### src/rtl/spi_port_demux_2x.sv
// Routes a 4-line SPI master link to front-end port A or B and returns the routed port's MISO.
// Port changes wait for CSN high and pass through a guard interval with both ports idle.
// Optional macro SPI_PORT_DEMUX_SWITCH_COUNT_EN adds a saturating switch_count output.
module spi_port_demux_2x #(
  parameter int unsigned GUARD_CYCLES = 4,
  parameter int unsigned SYNC_STAGES  = 2
) (
  input  logic        CLK,
  input  logic        RESET,
  input  logic        sel_req,
  input  logic        SCLK_in,
  input  logic        MOSI_in,
  input  logic        CSN_in,
  input  logic        AUX_in,
  output logic        A_SCLK,
  output logic        A_MOSI,
  output logic        A_CSN,
  output logic        A_AUX,
  output logic        B_SCLK,
  output logic        B_MOSI,
  output logic        B_CSN,
  output logic        B_AUX,
  input  logic        A_MISO,
  input  logic        B_MISO,
  output logic        MISO_out,
  output logic        sel_active,
  output logic        busy,
  output logic        drop_err
`ifdef SPI_PORT_DEMUX_SWITCH_COUNT_EN
  ,
  output logic [15:0] switch_count
`endif
);

  localparam logic [1:0] StRoute    = 2'd0;
  localparam logic [1:0] StDrain    = 2'd1;
  localparam logic [1:0] StGuard    = 2'd2;
  localparam logic [1:0] StWaitIdle = 2'd3;

  // Line order {SCLK, MOSI, CSN, AUX}; idle keeps CSN deasserted.
  localparam logic [3:0] IdleLines = 4'b0010;
  localparam logic [7:0] GuardLoad = 8'(GUARD_CYCLES - 1);

  logic [1:0]             state_q, state_d;
  logic                   sel_active_q, sel_active_d;
  logic                   target_q, target_d;
  logic [7:0]             cnt_q, cnt_d;
  logic [SYNC_STAGES-1:0] sync_q, sync_d;
  logic [3:0]             a_q, a_d, b_q, b_d;
  logic                   drop_q, drop_d;
  logic                   sel_s;
  logic                   routing;
  logic [3:0]             in_lines;

  assign sel_s    = sync_q[SYNC_STAGES-1];
  assign in_lines = {SCLK_in, MOSI_in, CSN_in, AUX_in};
  assign routing  = (state_q == StRoute) || (state_q == StDrain);
  assign sync_d   = {sync_q[SYNC_STAGES-2:0], sel_req};

  always_comb begin
    state_d      = state_q;
    sel_active_d = sel_active_q;
    target_d     = target_q;
    cnt_d        = cnt_q;
    drop_d       = 1'b0;
    case (state_q)
      StRoute: begin
        if (sel_s != sel_active_q) begin
          if (CSN_in) begin
            state_d  = StGuard;
            target_d = sel_s;
            cnt_d    = GuardLoad;
          end else begin
            state_d = StDrain;
          end
        end
      end
      StDrain: begin
        // The request may have been withdrawn while the transaction finished.
        if (CSN_in) begin
          if (sel_s == sel_active_q) begin
            state_d = StRoute;
          end else begin
            state_d  = StGuard;
            target_d = sel_s;
            cnt_d    = GuardLoad;
          end
        end
      end
      StGuard: begin
        if (cnt_q == 8'd0) begin
          sel_active_d = target_q;
          if (CSN_in) begin
            state_d = StRoute;
          end else begin
            state_d = StWaitIdle;
            drop_d  = 1'b1;
          end
        end else begin
          cnt_d = cnt_q - 8'd1;
        end
      end
      StWaitIdle: begin
        if (CSN_in) state_d = StRoute;
      end
      default: state_d = StRoute;
    endcase
  end

  always_comb begin
    a_d = IdleLines;
    b_d = IdleLines;
    if (routing) begin
      if (sel_active_q) b_d = in_lines;
      else              a_d = in_lines;
    end
  end

  always_ff @(posedge CLK or posedge RESET) begin
    if (RESET) begin
      state_q      <= StRoute;
      sel_active_q <= 1'b0;
      target_q     <= 1'b0;
      cnt_q        <= 8'd0;
      sync_q       <= '0;
      a_q          <= IdleLines;
      b_q          <= IdleLines;
      drop_q       <= 1'b0;
    end else begin
      state_q      <= state_d;
      sel_active_q <= sel_active_d;
      target_q     <= target_d;
      cnt_q        <= cnt_d;
      sync_q       <= sync_d;
      a_q          <= a_d;
      b_q          <= b_d;
      drop_q       <= drop_d;
    end
  end

  assign {A_SCLK, A_MOSI, A_CSN, A_AUX} = a_q;
  assign {B_SCLK, B_MOSI, B_CSN, B_AUX} = b_q;
  assign MISO_out   = routing ? (sel_active_q ? B_MISO : A_MISO) : 1'b0;
  assign sel_active = sel_active_q;
  assign busy       = (state_q != StRoute);
  assign drop_err   = drop_q;

`ifdef SPI_PORT_DEMUX_SWITCH_COUNT_EN
  logic [15:0] sw_cnt_q, sw_cnt_d;

  always_comb begin
    sw_cnt_d = sw_cnt_q;
    if ((sel_active_d != sel_active_q) && (sw_cnt_q != 16'hFFFF)) sw_cnt_d = sw_cnt_q + 16'd1;
  end

  always_ff @(posedge CLK or posedge RESET) begin
    if (RESET) sw_cnt_q <= 16'd0;
    else       sw_cnt_q <= sw_cnt_d;
  end

  assign switch_count = sw_cnt_q;
`endif

endmodule

### config.mk
export PLATFORM = sky130hd
export DESIGN_NAME = spi_port_demux_2x
export DESIGN_NICKNAME = d
export VERILOG_FILES = /design/src/rtl/spi_port_demux_2x.sv
export SDC_FILE = /design/constraint.sdc
export NUM_CORES = 1
export LEC_CHECK = 0
export ABC_AREA = 0
export CAP_MARGIN = 10
export CORE_ASPECT_RATIO = 1.4
export CORE_MARGIN = 5
export CORE_UTILIZATION = 45
export CTS_BUF_LIST = sky130_fd_sc_hd__clkbuf_16
export CTS_CLUSTER_DIAMETER = 200
export CTS_CLUSTER_SIZE = 28
export DETAILED_ROUTE_END_ITERATION = 10
export PLACE_DENSITY = 0.71
export SKIP_LAST_GASP = 1
export SLEW_MARGIN = 20
export SYNTH_ARGS = -nofsm -noshare
export SYNTH_HDL_FRONTEND = slang
export SYNTH_SLANG_ARGS = --single-unit
### constraint.sdc
create_clock -name CLK -period 6.77 [get_ports CLK]
set_clock_uncertainty 0.15 [all_clocks]
set_input_delay 1.0155 -clock CLK [delete_from_list [all_inputs] [get_ports CLK]]
set_output_delay 1.0155 -clock CLK [all_outputs]
set_load 0.02 [all_outputs]
==> reports/results.txt, run 1 <==
The flow ran to the end, and the final reports show no timing, DRC or antenna violations. Wires add up to 2140 um. VDD sags by at most 0.000203 V. The cell family contributing the most delay on the critical path is buffers and inverters.

The number of nets handed over by synthesis was 107. The final core area utilization was 0.581; the cell-internal power was 222 uW. The x dimension of the die was 51.2 um; the number of pins with negative max-slew slack in the final report was 0.

The number of global-route vias before repair was 847. 0 antenna diodes ended up in the layout. The run gives 0.510 as the sequential cell fraction of total power.

The layout overhead on the synthesized area came out at 27.3%. Number of optimization iterations in the first detailed-route pass: 4. By area the synthesized netlist is led by sky130_fd_sc_hd__dfrtp_1 49%, sky130_fd_sc_hd__mux2i_1 7.5%, sky130_fd_sc_hd__dfstp_2 4.9%. In this run the count of I/O pins placed on the die edge is 21. The most used cell along the critical path was sky130_fd_sc_hd__clkdlybuf4s50_1. TritonCTS built the clock tree. The number of H-tree branching levels is 1. The power spent charging and discharging nets was 50.2 uW; the area of the die was 3460 um2.

The core region is 2340 um2. The leading register cell type out of synthesis is sky130_fd_sc_hd__dfrtp_1. Data arrival time of the critical path: 2.23 ns.

The cell at the root of the clock tree was sky130_fd_sc_hd__clkbuf_16. Summing every instance area after synthesis gives 1070 um2. The floorplan has 21 rows. The detail-routed via count per cell works out to 5.60. Across all layers, the routed design uses 778 vias.

For this run, the number of Yosys warnings is 0. The critical path goes through clkdlybuf4s50_1 -> mux2i_1 -> nor2_1 -> clkdlybuf4s50_1. The share of synthesized area occupied by flip-flops and latches was 0.542; the post-layout total power was 272 uW. The timing-limited maximum frequency is 294 MHz, and the number of nets in the layout is 128. The wire-length estimate of the detail-placed layout is 1570 um. No sink is reached through more buffers than the 2 on the longest clock path.

For the pin with the worst max-slew slack, the measured transition is 0.893 ns. For this run, the slowest stage of the critical path takes 0.61 ns. The TritonCTS sink count was 23. Buffers added to address setup during post-CTS repair amount to 0. The tool flagged a number of max-cap violations equal to 0.

The worst hold path begins at sync_q[0]$_DFF_PP0_. The power per standard cell area is 200 nW/um2. In this run, synthesis inferred 0 flip-flops with an integrated enable. For the number of hold-repair buffers added at the cts stage, the log shows 0. Setup repair after global routing left no endpoint under its margin. In the routed design, unresolved DRC markers number 0.

The tools report the count of endpoints failing setup in the final report as 0. Counting the buffers created by CTS gives 3. The element type at the critical path start is an input pin. The remaining global-route overflow is 0, and the clock latency on the worst-skew pair is 0.25 ns. Proportion of power drawn by the clock network: 0.454. Path class of the lowest-slack min-delay path: flip-flop to flip-flop. The portion of total power attributed to combinational logic was 0.036. The depth of the critical timing path with buffers and inverters included works out to 4. The biggest area contributor in the post-synthesis netlist is sky130_fd_sc_hd__dfrtp_1. The critical path starts at B_MISO. For the combined global-route utilization of all metal layers, the log shows 0.154. The switching part of the total works out to 0.185. The slowest stage cell on the critical path was sky130_fd_sc_hd__clkdlybuf4s50_1. The total of flip-flops plus latches after synthesis is 23. Counting every instance in the synthesized netlist gives 96. The analysis attributes to cell leakage a power of 0.000609 uW. For the final count of hold timing violations, the log shows 0.

Clock-pin slew of the registers on the worst-case setup and hold paths: 0.06 ns. The worst relative slew slack is 0.404. The tools report the final cell count without fillers as 139.

Measured along the y axis, the die boundary spans 67.6 um. Minimum period implied by the final worst setup slack: 3.40 ns. The proportion of register bits with asynchronous set or reset after synthesis came out at 1.00. Start of the worst register-to-register path: cnt_q[0]$_DFFE_PP0P_. For the final routed database, the setup TNS stands at 0 ns.

The tools report the initial cell density of the core as 0.456. Data on the critical path is required at its endpoint by 5.60 ns. The critical path is of the input pin to primary output type.

In this run the mean area of a mapped cell was 11.1 um2. The post-place instance area came out at 1280 um2. The tools report the endpoint kind of the worst setup timing path as a primary output. The pin count of the biggest net entering global routing was 24; the fraction of layout cells with a size suffix above 1 was 0.0862. The run gives 18 as the initial detailed-routing violation count.

Counting instances, the worst hold path has a depth of 0. The number of gates resized after cts came out at 0. Summing all non-filler instances in the final layout gives an area of 1360 um2. The detail-routed net length per standard cell was 15.4 um. The peak fanout along the critical path came out at 1. The initial antenna violation count is 0, and the proportion of netlist area held by the largest area contributor is 0.492.

The final clock period utilization by the worst path works out to 0.502. During placement, the flow inserted port buffers numbering 20. The number of placed instances with taps included was 135.

The count of nets left with antenna violations once routing finished came out at 0. The critical path buffer and inverter count was 2; the logic depth of the worst register-to-register path was 5. For the placer congestion estimate, the log shows 0.827.

The post-synthesis cell type count is 36, and the wire length of the first global-routing pass is 3950 um.
Yosys cell counts, drive strengths merged, types with 2 or more instances:
cell type / number
a21oi: 2
and2: 6
clkbuf: 3
dfrtp: 21
dfstp: 2
ha: 2
inv: 5
mux2i: 8
nand2: 3
nand2b: 2
nor2: 6
nor2b: 3
nor3: 2
o211ai: 3
o21ai: 7
or3: 3
kinds of logic (layout without fill, tap and decap cells):
family,after synthesis,in the layout,synth area share
simple gates,32,32,0.177
flops,23,23,0.542
compound gates,19,19,0.120
mux,9,9,0.0891
buf+inv,9,29,0.0328
fa+ha+maj,2,2,0.0234
xor+xnor,2,2,0.0164
power groups by stage:
stage / clock network, uW / logic, uW / registers [uW]
5_1_grt: 133 / 11.0 / 139
3_5_place_dp: 0 / 9.86 / 141
6_report: 123 / 9.72 / 139
2_1_floorplan: 0 / 3.57 / 141
3_3_place_gp: 0 / 9.80 / 141
4_1_cts: 127 / 9.86 / 139
final cells by class:
class                      instances  area (um2)
fill                             190         980
sequential                        23         578
multi-input combinational         64         454
timing repair buffer              20         200
clock buffer                       3        75.1
tap                               23        28.8
inverter                           5        18.8
clock inverter                     1        3.75
stage by stage:
| step | hold slack (ns) | worst slack [ns] |
|---|---|---|
| after global placement | 0.191 | 3.38 |
| after detailed placement | 0.186 | 3.37 |
| final | 0.198 | 3.37 |
| after global routing | 0.218 | 3.32 |
| after CTS | 0.199 | 3.37 |
| after floorplan | 0.181 | 4.24 |
state kept, by name, indices dropped and copies added (netlist names):
name	count
sync_q	2
a_q	4
b_q	4
target_q	1
state_q	2
sel_active	1
drop_err	1
cnt_q	8
path summary, 6_finish.rpt:
path                                                to  slack (ns)
max in group asynchronous         cnt_q[6]$_DFFE_PP0P_        4.81
worst min register to register     sync_q[1]$_DFF_PP0_        0.20
worst max register to register  sel_active$_DFFE_PP0P_        4.58
worst min-delay path               sync_q[1]$_DFF_PP0_        0.20
worst max-delay path                          MISO_out        3.37
min in group asynchronous          sync_q[0]$_DFF_PP0_        1.11
per-layer routing:
metal  global-route usage  share of wire
met1                0.188           0.41
met3               0.0574          0.067
met5                    0              0
met4               0.0606          0.017
met2                0.245           0.50
layout by cell type (no fill, tap or decap), types with 2 or more instances in the layout:
cell / synthesis / routed
sky130_fd_sc_hd__or3_1: 2 / 2
sky130_fd_sc_hd__nand2_1: 3 / 3
sky130_fd_sc_hd__nor2_1: 6 / 6
sky130_fd_sc_hd__clkdlybuf4s50_1: 0 / 20
sky130_fd_sc_hd__a21oi_1: 2 / 2
sky130_fd_sc_hd__dfstp_2: 2 / 2
sky130_fd_sc_hd__and2_1: 6 / 6
sky130_fd_sc_hd__o21ai_0: 6 / 6
sky130_fd_sc_hd__ha_1: 2 / 2
sky130_fd_sc_hd__clkbuf_16: 0 / 3
sky130_fd_sc_hd__inv_1: 5 / 6
sky130_fd_sc_hd__o211ai_1: 3 / 3
sky130_fd_sc_hd__nor3_1: 2 / 2
sky130_fd_sc_hd__nand2b_1: 2 / 2
sky130_fd_sc_hd__mux2i_1: 8 / 8
sky130_fd_sc_hd__dfrtp_1: 21 / 21
sky130_fd_sc_hd__nor2b_1: 3 / 3
Note: power is estimated with default switching activity, not from simulation.
==> inputs of run 2 (changes only) <==
==> constraint.sdc (replaced) <==
create_clock -name CLK -period 3.3 [get_ports CLK]
set_clock_uncertainty 0.15 [all_clocks]
set_input_delay 0.495 -clock CLK [delete_from_list [all_inputs] [get_ports CLK]]
set_output_delay 0.495 -clock CLK [all_outputs]
set_load 0.02 [all_outputs]
==> run 2 against run 1 <==
Sequential share of layout area barely moved. Total power rose by 110%. Register-to-register slack got worse by 3.5 ns. Cell area barely moved. Global-route usage rose by 0.23 points. Count of clock-buffer cells in the layout did not move. Critical path depth did not move. Utilization rose by 0.054 points. Clock power rose by 110%. Sequential power rose by 100%. Largest power group unchanged.
==> reports/results.txt, run 2 (synthesis gave the netlist of run 1 again) <==
The flow ran to the end, and the final reports show no timing, DRC or antenna violations. The path class of the lowest-slack min-delay path was flip-flop to flip-flop. After detailed routing, the number of remaining DRC violations is 0.

The largest individual stage delay along the critical path comes from the cell sky130_fd_sc_hd__clkdlybuf4s50_1. The library cell used most frequently in the layout, excluding fill and tap cells, is sky130_fd_sc_hd__dfrtp_1. Setup repair after global routing left no endpoint under its margin. The tools report the met3 track demand over resource as 0.0530. For the worst setup path, the data arrival time is 1.74 ns.

The end point of the most critical hold path is sync_q[1]$_DFF_PP0_. The worst setup path is of the input pin to primary output kind. The register with the most flip-flops in the final layout is cnt_q.

Setup violations remaining at the end of the flow were counted as 0. The first routing iteration left 14 violations. The die is 67.6 um tall. The smallest hold slack was 0.201 ns.

In this run the critical register-to-register path is launched from cnt_q[0]$_DFFE_PP0P_. The number of global-route vias before repair came out at 811. In this run the standard cell core region covers 2340 um2. The element type at the critical path start was an input pin. Timing would allow up to 420 MHz. The run gives 3 as the number of clock buffers inserted by TritonCTS.

After the last flow step, the layout net total stands at 128. Placer congestion estimate: 0.830. IR analysis of the VDD net gives a maximum drop of 0.000363 V.

The logs give 0 for the number of hold-repair buffers added at the cts stage and 3840 um for the wire length of the first global-routing pass. Setup total negative slack on the finished layout was measured at 0 ns. The post-DP HPWL is 1560 um. Setup slack on the worst reg-to-reg path comes out at 1.11 ns. Port buffering added 20 buffers. The worst hold path was traced through 0 stages.

For the initial cell density of the core, the log shows 0.456. In this run the clock root is driven by a sky130_fd_sc_hd__clkbuf_16. The number of optimization iterations in the first detailed-route pass was 4. Entering global routing, the biggest net connects 24 pins. The reg-to-reg endpoint is sel_active$_DFFE_PP0P_.

From synthesis to final layout, the design area changed by 27.4%. The worst setup path is captured at a primary output. The TritonCTS sink count was 23; the logic depth of the worst register-to-register path was 5. The worst relative slew slack is 0.430. The fraction of layout cells with a size suffix above 1 works out to 0.0948. The final clock period utilization by the worst path is 0.721. For the pin with the worst max-slew slack, the measured transition is 0.854 ns. For the initial antenna violation count, the log shows 0. For the worst setup slack before clock tree synthesis, the log shows 0.906 ns. After detailed routing, the number of vias per cell comes to 5.49. The overall via count from detail_route was 763; the number of gates resized after cts was 0. The combined global-route utilization of all metal layers was 0.156; the total wire length after detailed routing was 2160 um. After floorplanning, the core was divided into 21 placement rows. The tools report the number of antenna cells inserted as 0. The worst path meets setup with 0.919 ns of slack. The met1 track utilization from global routing came out at 0.175. Subtracting the final worst setup slack from the clock period gives 2.38 ns. During I/O placement, the number of pins put on the boundary was 21. Post-place instance area: 1280 um2. The most used cell along the critical path is sky130_fd_sc_hd__clkdlybuf4s50_1.

Power spread over the standard cell area amounts to 418 nW/um2. The logs give 1 for the number of H-tree branching levels and 2.65 ns for the data required time at the worst endpoint. The clock reaches the later pin of the worst-skew pair after 0.26 ns.

The detail route stage leaves a number of antenna-violating nets equal to 0. The startpoint of the most critical setup path was B_MISO. The signal on the critical path passes through clkdlybuf4s50_1 -> mux2i_1 -> nor2_1 -> clkdlybuf4s50_1. Measured along the x axis, the die boundary spans 51.2 um.

The final count of hold timing violations was 0. The library cells used most frequently in the layout, excluding fill and tap cells, are 21 x sky130_fd_sc_hd__dfrtp_1, 20 x sky130_fd_sc_hd__clkdlybuf4s50_1, 8 x sky130_fd_sc_hd__mux2i_1. Number of maximum-capacitance constraint violations: 0.

The analysis attributes to cell leakage a power of 0.000607 uW. Counting along the longest clock path gives a buffer depth of 2. The remaining global-route overflow came out at 0. After routing the design area is 1360 um2. The post-CTS repair timing setup buffer count is 0, and the number of pins with negative max-slew slack in the final report is 0.

The run gives 0.252 as the global routing met2 resource utilization. The peak fanout along the critical path is 1. For this run, the slowest stage of the critical path takes 0.62 ns. In the final layout, the registers with the most flip-flops are cnt_q (8), a_q (4), b_q (4).

For the area of the die, the log shows 3460 um2. The detail-routed net length per standard cell works out to 15.5 um. TritonCTS built the clock tree. Clock-pin slew was measured on the worst setup and hold paths at 0.06 ns. The register with the most flip-flops in the layout has 8 of them. The worst hold path begins at sync_q[0]$_DFF_PP0_. The layer flagged by global routing as most heavily used is met2.
[run 2: worst max-delay path by stage]
stage	cells past startpoint	end
5_1_grt	4	MISO_out
3_3_place_gp	4	MISO_out
2_1_floorplan	6	sel_active$_DFFE_PP0P_
4_1_cts	4	MISO_out
6_report	4	MISO_out
3_5_place_dp	4	MISO_out
[run 2: routing by layer]
| metal | up-vias | wire length, um |
|---|---|---|
| met4 | 0 | 61 |
| met1 | 369 | 887 |
| li1 | 374 | - |
| met3 | 5 | 131 |
| met2 | 15 | 1080 |
| met5 | - | 0 |
[run 2: layout make-up]
class	count	area, um2
Tap cell	23	28.8
Timing Repair Buffer	20	200
Clock inverter	1	5.00
Fill cell	199	978
Multi-Input combinational cell	64	454
Sequential cell	23	578
Inverter	5	18.8
Clock buffer	3	75.1
[run 2: critical path, delay by kind of cell]
kind | cells | cell delay, ns
buf+inv | 2 | 1.08
simple gates | 1 | 0.10
mux | 1 | 0.06
[run 2: metrics by stage]
| stage | total power [uW] | cells | util |
|---|---|---|---|
| 3_5_place_dp | 310 | 135 | 0.547 |
| 3_3_place_gp | 309 | 135 | 0.547 |
| 4_1_cts | 574 | 139 | 0.582 |
| 2_1_floorplan | 296 | 96 | - |
| 5_1_grt | 583 | 139 | 0.582 |
| 6_report | 568 | 139 | 0.582 |
[run 2: where the power goes]
| group | leakage [uW] | switching (uW) | total (uW) | internal, uW |
|---|---|---|---|---|
| clock network | 0.0000409 | 101 | 264 | 163 |
| logic | 0.000281 | 10.1 | 19.7 | 9.64 |
| registers | 0.000285 | 0.934 | 284 | 283 |
